### src/rtl/mac_pkg.sv
// Shared widths and FSM state type for the MAC result serializer.
// Latency: n/a (declarations only).
// Backpressure: n/a.
package mac_pkg;

    localparam int MAC_DATA_W = 16;
    localparam int MAC_OUT_W  = 8;
    localparam int MAC_BEATS  = MAC_DATA_W / MAC_OUT_W;

    typedef enum logic {
        IDLE = 1'b0,
        SEND = 1'b1
    } ser_state_t;

endpackage

### src/rtl/sync_fifo.sv
// Synchronous FIFO whose head is visible on rdata without read latency.
// Latency: 1 cycle from push to count/rdata update.
// Backpressure: none internally; the caller must not push when full unless it pops in the same cycle.
module sync_fifo #(
    parameter int WIDTH = 16,
    parameter int DEPTH = 4
) (
    input  logic                       clk,
    input  logic                       rst_n,
    input  logic                       push,
    input  logic                       pop,
    input  logic [WIDTH-1:0]           wdata,
    output logic [WIDTH-1:0]           rdata,
    output logic [$clog2(DEPTH):0]     count
);

    localparam int AW = $clog2(DEPTH);

    logic [WIDTH-1:0] mem [DEPTH];
    logic [AW-1:0]    wptr_q;
    logic [AW-1:0]    rptr_q;
    logic [AW:0]      count_q;

    always_ff @(posedge clk) begin
        if (push) begin
            mem[wptr_q] <= wdata;
        end
    end

    always_ff @(posedge clk) begin
        if (!rst_n) begin
            wptr_q  <= '0;
            rptr_q  <= '0;
            count_q <= '0;
        end else begin
            if (push) begin
                wptr_q <= wptr_q + 1'b1;
            end
            if (pop) begin
                rptr_q <= rptr_q + 1'b1;
            end
            case ({push, pop})
                2'b10:   count_q <= count_q + 1'b1;
                2'b01:   count_q <= count_q - 1'b1;
                default: count_q <= count_q;
            endcase
        end
    end

    assign rdata = mem[rptr_q];
    assign count = count_q;

endmodule

### src/rtl/mac_result_serializer.sv
// Buffers MAC results in a FIFO and streams each word as OUT_W beats, low beat first.
// Latency: 2 cycles from in_valid to first beat with an empty FIFO; one beat per cycle after that.
// Backpressure: out_ready stalls the beat stream; the MAC side cannot stall, so a full FIFO drops and sets overflow.
module mac_result_serializer
    import mac_pkg::*;
#(
    parameter int DATA_W = MAC_DATA_W,
    parameter int OUT_W  = MAC_OUT_W,
    parameter int DEPTH  = 4
) (
    input  logic                       clk,
    input  logic                       rst_n,
    input  logic                       ena,
    input  logic                       in_valid,
    input  logic [DATA_W-1:0]          in_data,
    output logic                       out_valid,
    output logic [OUT_W-1:0]           out_data,
    output logic                       out_last,
    input  logic                       out_ready,
    output logic [$clog2(DEPTH):0]     level,
    output logic                       overflow
);

    localparam int NBEATS = DATA_W / OUT_W;
    localparam int BEAT_W = (NBEATS > 1) ? $clog2(NBEATS) : 1;
    localparam int LVL_W  = $clog2(DEPTH) + 1;
    localparam logic [BEAT_W-1:0] LAST_BEAT = BEAT_W'(NBEATS - 1);
    localparam logic [LVL_W-1:0]  FULL_LVL  = LVL_W'(DEPTH);

    ser_state_t         state_q, state_d;
    logic [DATA_W-1:0]  shreg_q, shreg_d;
    logic [BEAT_W-1:0]  beat_q, beat_d;
    logic               ovf_q;
    logic               pop;
    logic               push;
    logic [DATA_W-1:0]  head;
    logic [LVL_W-1:0]   level_w;

    sync_fifo #(
        .WIDTH (DATA_W),
        .DEPTH (DEPTH)
    ) u_fifo (
        .clk   (clk),
        .rst_n (rst_n),
        .push  (push),
        .pop   (pop),
        .wdata (in_data),
        .rdata (head),
        .count (level_w)
    );

    always_comb begin
        state_d = state_q;
        shreg_d = shreg_q;
        beat_d  = beat_q;
        pop     = 1'b0;
        if (ena) begin
            case (state_q)
                IDLE: begin
                    if (level_w != '0) begin
                        pop     = 1'b1;
                        shreg_d = head;
                        beat_d  = '0;
                        state_d = SEND;
                    end
                end
                SEND: begin
                    if (out_ready) begin
                        if (beat_q != LAST_BEAT) begin
                            shreg_d = shreg_q >> OUT_W;
                            beat_d  = beat_q + 1'b1;
                        end else if (level_w != '0) begin
                            // Reload on the last beat so words leave back-to-back.
                            pop     = 1'b1;
                            shreg_d = head;
                            beat_d  = '0;
                        end else begin
                            state_d = IDLE;
                        end
                    end
                end
                default: state_d = IDLE;
            endcase
        end
    end

    // A full FIFO still accepts when the same edge pops its head.
    assign push = ena & in_valid & ((level_w != FULL_LVL) | pop);

    always_ff @(posedge clk) begin
        if (!rst_n) begin
            state_q <= IDLE;
            shreg_q <= '0;
            beat_q  <= '0;
            ovf_q   <= 1'b0;
        end else begin
            state_q <= state_d;
            shreg_q <= shreg_d;
            beat_q  <= beat_d;
            if (ena & in_valid & ~push) begin
                ovf_q <= 1'b1;
            end
        end
    end

    assign out_valid = (state_q == SEND);
    assign out_last  = (state_q == SEND) && (beat_q == LAST_BEAT);
    assign out_data  = shreg_q[OUT_W-1:0];
    assign level     = level_w;
    assign overflow  = ovf_q;

endmodule

### config.mk
export PLATFORM = sky130hd
export DESIGN_NAME = mac_result_serializer
export DESIGN_NICKNAME = d
export VERILOG_FILES = /design/src/rtl/mac_pkg.sv /design/src/rtl/sync_fifo.sv /design/src/rtl/mac_result_serializer.sv
export SDC_FILE = /design/constraint.sdc
export NUM_CORES = 1
export LEC_CHECK = 0
export BUFFER_PORTS_ARGS = -buffer_cell sky130_fd_sc_hd__buf_2
export CAP_MARGIN = 25
export CORE_MARGIN = 2
export CORE_UTILIZATION = 53
export DETAILED_ROUTE_END_ITERATION = 16
export PLACE_DENSITY_LB_ADDON = 0.1
export SLEW_MARGIN = 20
export SYNTH_ARGS = -nofsm -noshare
export SYNTH_HDL_FRONTEND = slang
export SYNTH_HIERARCHICAL = 1
export SYNTH_SLANG_ARGS = --single-unit
### constraint.sdc
create_clock -name clk -period 2.3 [get_ports clk]
set_input_delay 0.23 -clock clk [delete_from_list [all_inputs] [get_ports clk]]
set_output_delay 0.23 -clock clk [all_outputs]
set_load 0.05 [all_outputs]
Word level (Yosys, flattened, before mapping):

Memories as Yosys holds them, arrays and structs flattened. A register that Yosys moved wholly into a read port is not among the register bits.
Cells that the tools add are included.

* memory bits (read-only): 0
* memory bits (writable): 64
* latch bits: 0
* flip-flop bits (word level): 26
* memories: 1
* word-level logic and storage cells: 51

Memories
* u_fifo.mem: words 4, width 16, rd ports 1, clocked after Yosys merged registers in 1, write ports 1, RTL line sync_fifo.sv:19 `logic [WIDTH-1:0] mem [DEPTH];`

* eq/ne operators: 5
* shift operators: 0
* reduce and logical (&&, ||, !) cells: 5
* div/mod/pow operators: 0
* $lt $le $gt $ge: 0
* $add $sub $neg: 5
* bitwise gates (word level): 6
* $mul: 0
* multiplexer cells: 22

Operators by type and width (count)
* $mux W16: 3
* $pmux W16 S2: 1
* $mux W1: 12
* $pmux W1 S2: 3
* $pmux W3 S2: 1
* $add A2 B1 Y2 const B: 2
* $mux W2: 2
* $ne A2 B2 Y1 const B: 2
* $add A3 B1 Y3 const B: 1
* $and A1 B1 Y1: 3
* $ne A3 B3 Y1 const B: 1
* $reduce_and A3 Y1: 1
* $reduce_bool A3 Y1: 1
* $sub A3 B1 Y3 const B: 1
* $eq A2 B1 Y1 const B: 1
* $eq A2 B2 Y1 const B: 1
* $not A1 Y1: 2
* $reduce_and A2 Y1: 1
* $reduce_bool A2 Y1: 1
* $add A1 B1 Y1 const B: 1
* $logic_and A1 B1 Y1: 1
* $or A1 B1 Y1: 1

Longest topological paths before layout:

Gate-level depths: netlist (run 1).

* word-level depth: 10
* gate-level depth with buffers: 9
* depth with buffers taken out: 9

By module:

Netlist (run 1), hierarchy kept.

Modules (own cells, without submodules)
* sync_fifo: area an instance 2775.2 sq um, cells each 124, instances 1, seq. area each 2102.0 sq um
* mac_result_serializer: area an instance 965.9 sq um, cells each 113, instances 1, seq. area each 380.4 sq um

Worst setup path before layout (run 1):

Ideal clock, no wire load.

* path type: register -> register
* start point: register state_q (netlist: out_valid)
* end point: register u_fifo.count_q[2] (netlist: u_fifo/count[2])
* path buffers: 0
* cell stages (with the launch flop): 10
* arrival time: 2.506 ns
* period minus slack after synthesis: 2.582 ns
* data required time: 2.224 ns
* slack: -0.282 ns
* cell sequence: dfxtp_1 -> a21boi_0 -> nand2b_1 -> a31oi_1 -> inv_1 -> ha_1 -> fa_1 -> xnor2_1 -> or3_1 -> a21boi_0

* cells in the longest elaborated chain, start to end: 7
* elaborated cells on any way between the ends: 9
* classes of those cells: 2 x eq/ne; 3 x mux; 3 x bitwise; 1 x reduce/logical

RTL lines
* from (decl): RTL line mac_result_serializer.sv:30 `ser_state_t state_q, state_d;`
* from (signal assigned): RTL line mac_result_serializer.sv:97 `state_q <= state_d;`
* $not A1 Y1
* $pmux W1 S2 (*): RTL line mac_result_serializer.sv:58 `case (state_q)`
* $mux W1 (*): RTL line mac_result_serializer.sv:57 `if (ena) begin`
* $or A1 B1 Y1 (*): RTL line mac_result_serializer.sv:88 `assign push = ena & in_valid & ((level_w != FULL_LVL) | pop);`
* $and A1 B1 Y1 (*): RTL line mac_result_serializer.sv:88
* named net push: RTL line mac_result_serializer.sv:35 `logic push;`
* $eq A2 B1 Y1 or $eq A2 B2 Y1 (tied branches): RTL line sync_fifo.sv:42 `case ({push, pop})`
* $pmux W3 S2 or $reduce_bool A2 Y1 (tied branches)
* to (signal assigned): RTL line sync_fifo.sv:43 `2'b10: count_q <= count_q + 1'b1;`
* to (signal assigned): RTL line sync_fifo.sv:44 `2'b01: count_q <= count_q - 1'b1;`
* to (signal assigned): RTL line sync_fifo.sv:45 `default: count_q <= count_q;`
* to (decl): RTL line sync_fifo.sv:22 `logic [AW:0] count_q;`

The timed path passes the listed nets; every way through them passes the cells marked *.
A chain may end at the register's enable or synchronous reset.

Final worst setup path (run 1):

Same ends and word-level chain as after synthesis.

==> run summary, run 1 <==
Vias per cell: 5.53
Leakage power: 1.46 nW
Ant. Diodes: 0
Post-layout util: 61.7%
Max-cap violations: 0
Final hold vios: 0
Unrepaired setup endpoints after global routing: false
Register area share after synthesis: 66.4%
TritonCTS clock tree: done
IO Port Bufs: 34
Unique cell type count in the Yosys netlist: 36
Synth warn: 6
ANT nets after route: 0
Clk root buf: clkbuf_8
Final Non-Filler Cells: 375
Post-synthesis async set-or-reset flop share: 0%
Primary FF master, synth: edfxtp_1
Area of the mapped netlist: 0.00374 mm^2
Max Fclk: 0.467 GHz
Post-Syn Area per Cell: 15.8 um^2
Synth area leaders: edfxtp_1 (51%), dfxtp_1 (15%), mux4_2 (6.0%)
Area of the core: 0.00679 mm^2
Layout Skew: 0.00719 ns
Die Width: 88.0 um
Resized cells post-CTS: 0
WL final: 6600 um
DRC Markers: 0
Starting Density: 55.1%
Crit path buffers/inverters: 1
CP delay by family, top: adder cells
Outcome: completed
Post-CTS setup buffers: 0
GRT Util Overall: 18.6%
H-tree depth: 3
Cells after synthesis: 237
Flops & latches, synth: 92
Worst path cell trace: a21boi_1, nand2b_4, a31oi_4, inv_1, ha_1, fa_2, xnor2_1, or3_1, a21boi_0
First-pass GRT wire length: 10300 um
CP max-delay cell: dfxtp_4
Final nets: 301
Setup CP Type: register to register
Req. time, crit path: 2.58 ns
Synth area leader: edfxtp_1
1st-iter DRT viols: 183
# placed instances: 359
Syn Nets: 264
Share of cells above drive strength 1: 30.1%
Worst-Margin Slew: 0.798 ns
Num ports: 35
Gr ovfl total: 0
Setup-failing EPs final: 0
CTS max path bufs: 2
HPWL Detailed: 4100 um
Worst Setup End Kind: register
Vias: 2074
Initial antenna violation count: 0
Max stage delay on crit path: 0.37 ns
Critical Path AT: 2.42 ns
Number of synthesized flops with an enable pin: 64
Minimum clock period: 2.14 ns
Setup crit start kind: register
Die height: 88.0 um
Final Wtd Congestion: 0.866
Num rows: 30
Top cell type's share of synthesized area: 51.4%
Maximum fanout along the worst path: 8
Clock Latency Late Sink: 0.35 ns
Setup TNS: 0 ns
Power Dens Cells: 1020 mW/mm^2
CTS Hold Bufs: 0
Number of global-route vias before repair: 1938
Fillers: 526
Clk sinks: 92
Area grow syn2layout: 12.1%
CTS Buf Count: 9
Pin count of the biggest net entering global routing: 21
Normalized max-slew margin: 46.7%
Final max-slew violation count: 0
Hold Crit Class: primary input to register
Final period utilization: 93.0%
Drt first pass iters: 4
Peak VDD IR: 515 uV
Die ar.: 0.00775 mm^2
Wire length per cell: 17.6 um
Reg clk slew, reported paths: 0.09 ns
## per-layer routing
layer	vias up	track usage, %	routed length, um
met4	0	7.99	116
met2	51	29.5	3190
met5	-	0	0
met1	1024	25.2	3060
met3	12	4.24	237
li1	987	-	-
## layout by cell type (no fill, tap or decap), types with 2 or more instances in the layout
master      count
edfxtp_1       64
buf_2          34
dfxtp_1        23
inv_1          11
buf_4          11
nor2_1         10
and2_1         10
clkbuf_8       10
mux4_2         10
o31ai_1         9
o21ai_0         9
nand4_1         8
a21oi_1         8
a221oi_1        8
mux4_1          6
nor2b_1         5
ha_1            5
dfxtp_2         4
clkinvlp_4      4
nand2_1         3
xnor2_1         3
nor3_2          2
or3_1           2
a21boi_0        2
xor2_1          2
mux2i_1         2
## final timing paths
kind / startpoint / end / slack, ns / cells after the start
setup / recovery: out_valid / u_fifo/count[2] / 0.16 / 9
hold / removal: in_data[13] / u_fifo/mem[2][13] / 0.08 / 1
setup reg to reg: out_valid / u_fifo/count[2] / 0.16 / 9
hold reg to reg: shreg_q[5] / shreg_q[5] / 0.47 / 2
## power by group
part	leakage (nW)	internal, mW	switching [mW]
Clock	0.0811	0.427	0.561
Combinational	0.565	0.465	0.781
Sequential	0.812	1.93	0.113
## cell families after synthesis
| kind of cell | Yosys count | share of synthesized area [%] |
|---|---|---|
| flops | 92 | 66.4 |
| buf+inv | 31 | 5.02 |
| simple gates | 44 | 6.72 |
| fa+ha+maj | 6 | 2.21 |
| mux | 18 | 10.8 |
| xor+xnor | 5 | 1.17 |
| compound gates | 41 | 7.76 |
## final cells by class
| cell class | count | area [um^2] | area share, % |
|---|---|---|---|
| inverters | 12 | 45.0 | 1.07 |
| flip-flops and latches | 92 | 2490 | 59.4 |
| well taps | 96 | 120 | 2.86 |
| multi-input cells | 114 | 1100 | 26.2 |
| clock buffers | 10 | 138 | 3.28 |
| repair buffers | 45 | 253 | 6.02 |
| clock inverters | 6 | 47.5 | 1.13 |
## metrics by stage
stage	hold slack (ns)	setup WS (ns)	area, um^2	power (mW)
floorplan	0.329	0.0275	3770	3.15
global placement	0.445	0.118	4000	3.30
detailed placement	0.447	0.0439	4000	3.32
CTS	0.0676	0.0219	4180	4.30
global route	0.0687	0.0298	4200	4.50
finish	0.0816	0.160	4200	4.28
## sequential cells by signal (all words and copies together) (netlist names), named ones only
signal	flops
u_fifo/mem	64
u_fifo/count	3
out_valid	1
overflow	1
beat_q	1
u_fifo/rptr_q	2
shreg_q	16
u_fifo/wptr_q	2
## synth_stat cells (4+ instances only)
library cell / n
edfxtp_1: 64
dfxtp_1: 28
inv_1: 11
and2_1: 10
mux4_2: 10
nor2_1: 10
buf_4: 9
o21ai_0: 9
o31ai_1: 9
a21oi_1: 8
a221oi_1: 8
nand4_1: 8
mux4_1: 6
ha_1: 5
nor2b_1: 5
buf_2: 4
(Power assumes the default switching activity.)
==> run 2, diff against run 1 <==
- PLACE_DENSITY: not set -> 0.85
- PLACE_DENSITY_LB_ADDON: 0.1 -> not set
==> run 2 against run 1 <==
Net effect: sequential cell count stayed put; utilization is 0.17 points higher; design area is 0.27% higher; non-clock buffer count stayed put; hold slack hardly changed; critical path depth stayed put; first-iteration DRC count is 2.2% lower; routed wire length is 3.4% lower; sequential power hardly changed; clock skew is 0.0015 ns higher; via count hardly changed.
==> run summary, run 2 (synthesis gave the netlist of run 1 again) <==
Sw Ratio: 33.4% (-0.53 points)
Final nets: 301 (unchanged)
Die ar.: 0.00775 mm^2 (unchanged)
CTS max path bufs: 2 (unchanged)
Pin count of the biggest net entering global routing: 21 (unchanged)
Setup crit start kind: register
Minimum clock period: 2.16 ns (+0.0193 ns)
Max-cap violations: 0 (unchanged)
Storage cell area: 0.00249 mm^2 (about the same)
Outcome: completed
Maximum fanout along the worst path: 8 (unchanged)
Ant. Diodes: 0 (unchanged)
H-tree depth: 3 (unchanged)
TritonCTS clock tree: done
WL final: 6370 um (-3.4%)
Largest Register: u_fifo/mem
CTS Hold Bufs: 0 (unchanged)
Share of cells above drive strength 1: 29.4% (-0.72 points)
Final instance area: 0.00421 mm^2 (+0.27%)
Die height: 88.0 um (unchanged)
Wire length per cell: 17.0 um (-3.4%)
Peak VDD IR: 653 uV (+27%)
Critical Path AT: 2.45 ns (+0.03 ns)
Gr ovfl total: 0 (unchanged)
Num rows: 30 (unchanged)
Most frequent cells in the layout: edfxtp_1 (64), buf_2 (34), dfxtp_1 (24)
Area grow syn2layout: 12.4%
Leakage power: 1.47 nW (+1.0%)
Reg clk slew, reported paths: 0.09 ns (about the same)
Die Width: 88.0 um (unchanged)
Starting Density: 55.1% (unchanged)
Max Fclk: 0.463 GHz (-0.90%)
Max stage delay on crit path: 0.38 ns (about the same)
# placed instances: 359 (unchanged)
Crit path buffers/inverters: 1 (unchanged)
Final period utilization: 93.9% (+0.84 points)
Top Layer Used: met4
Power Dens Cells: 1040 mW/mm^2 (+1.7%)
Max reg flops: 64 (unchanged)
Vias: 2072 (-0.096%)
1st-iter DRT viols: 179 (-2.2%)
Unrepaired setup endpoints after global routing: false
Req. time, crit path: 2.59 ns (about the same)
M1 WL: 2830 um (-7.5%)
Number of global-route vias before repair: 1957 (+0.98%)
HPWL Detailed: 4080 um (-0.59%)
Footprint of the multi-input gates: 0.00110 mm^2 (unchanged)
Fillers: 497 (-5.5%)
Normalized max-slew margin: 48.8% (+2.1 points)
Setup TNS: 0 ns (unchanged)
CTS Buf Count: 9 (unchanged)
Setup-failing EPs final: 0 (unchanged)
Clk sinks: 92 (unchanged)
CP max-delay cell: fa_1
Resized cells post-CTS: 1 (+1)
Final max-slew violation count: 0 (unchanged)
Internal power: 2.91 mW (+2.8%)
Clock power frac: 24.7% (+1.6 points)
Vias per cell: 5.53 (about the same)
CP delay by family, top: adder cells
Setup CP Type: register to register
Clk root buf: clkbuf_8
WL met3: 325 um (+37%)
Num ports: 35 (unchanged)
Area after DPL: 0.00400 mm^2 (unchanged)
Layout Skew: 0.00871 ns (+0.00151 ns)
IO Port Bufs: 34 (unchanged)
Final hold vios: 0 (unchanged)
Worst path cell trace: a21boi_1, nand2b_4, a31oi_4, inv_1, ha_2, fa_1, xnor2_1, or3_1, a21boi_1
Met2 Wirelength: 3100 um (-2.6%)
Sequential Power Share: 46.9% (-0.9 points)
GRT Util Overall: 18.3% (-0.32 points)
Psw: 1.46 mW (+0.40%)
Post-CTS setup buffers: 0 (unchanged)
Clock Latency Late Sink: 0.36 ns (about the same)
Comb pwr share: 28.4% (-0.7 points)
DRC Markers: 0 (unchanged)
Worst Setup End Kind: register
Final Non-Filler Cells: 375 (unchanged)
Leading cell type in the layout, fill and taps excluded: edfxtp_1
Pre-CTS setup slack: 0.0254 ns (-0.0185 ns)
Initial antenna violation count: 0 (unchanged)
First-pass GRT wire length: 10100 um (-1.7%)
Critical Path Most Common Cell: a21boi_1
Final Wtd Congestion: 0.810 (-6.5%)
Hold slack: 0.0815 ns (-0.000158 ns)
Final worst slack: 0.141 ns (-0.0193 ns)
ANT nets after route: 0 (unchanged)
Hold Crit Class: primary input to register
Area of the core: 0.00679 mm^2 (unchanged)
Worst-Margin Slew: 0.767 ns (-0.0312 ns)
Drt first pass iters: 7 (+3)
## run 2: area by class of cell
class | count | area share [%]
Clock buffer | 9 | 2.94
Clock inverter | 7 | 1.75
Inverter | 12 | 1.07
Multi-Input combinational cell | 114 | 26.2
Sequential cell | 92 | 59.2
Tap cell | 96 | 2.86
Timing Repair Buffer | 45 | 6.01
## run 2: power by group through the flow
stage | sequential, mW | clock [mW] | combinational (mW)
global route | 2.07 | 1.17 | 1.35
finish | 2.05 | 1.08 | 1.24
global placement | 2.07 | 0 | 1.20
detailed placement | 2.09 | 0 | 1.23
CTS | 2.05 | 1.10 | 1.24
floorplan | 2.14 | 0 | 1.01
## run 2: metrics by stage
stage / total power, mW / utilization (%)
global placement: 3.27 / 58.9
floorplan: 3.15 / -
CTS: 4.39 / 61.8
detailed placement: 3.31 / 58.9
finish: 4.37 / 61.9
global route: 4.58 / 61.9
## run 2: worst paths after layout
path | start | to | slack (ns) | depth (start not counted)
worst min register to register | shreg_q[5] | shreg_q[5] | 0.46 | 2
worst min-delay path | in_data[0] | u_fifo/mem[1][0] | 0.08 | 1
worst max register to register | out_valid | u_fifo/count[2] | 0.14 | 9
worst max-delay path | out_valid | u_fifo/count[2] | 0.14 | 9
## run 2: per-layer routing
layer  GRT usage, %  vias up
li1               -      985
met3           4.15       12
met5              0        -
met4           9.23        0
met2           28.1       61
met1           24.9     1014
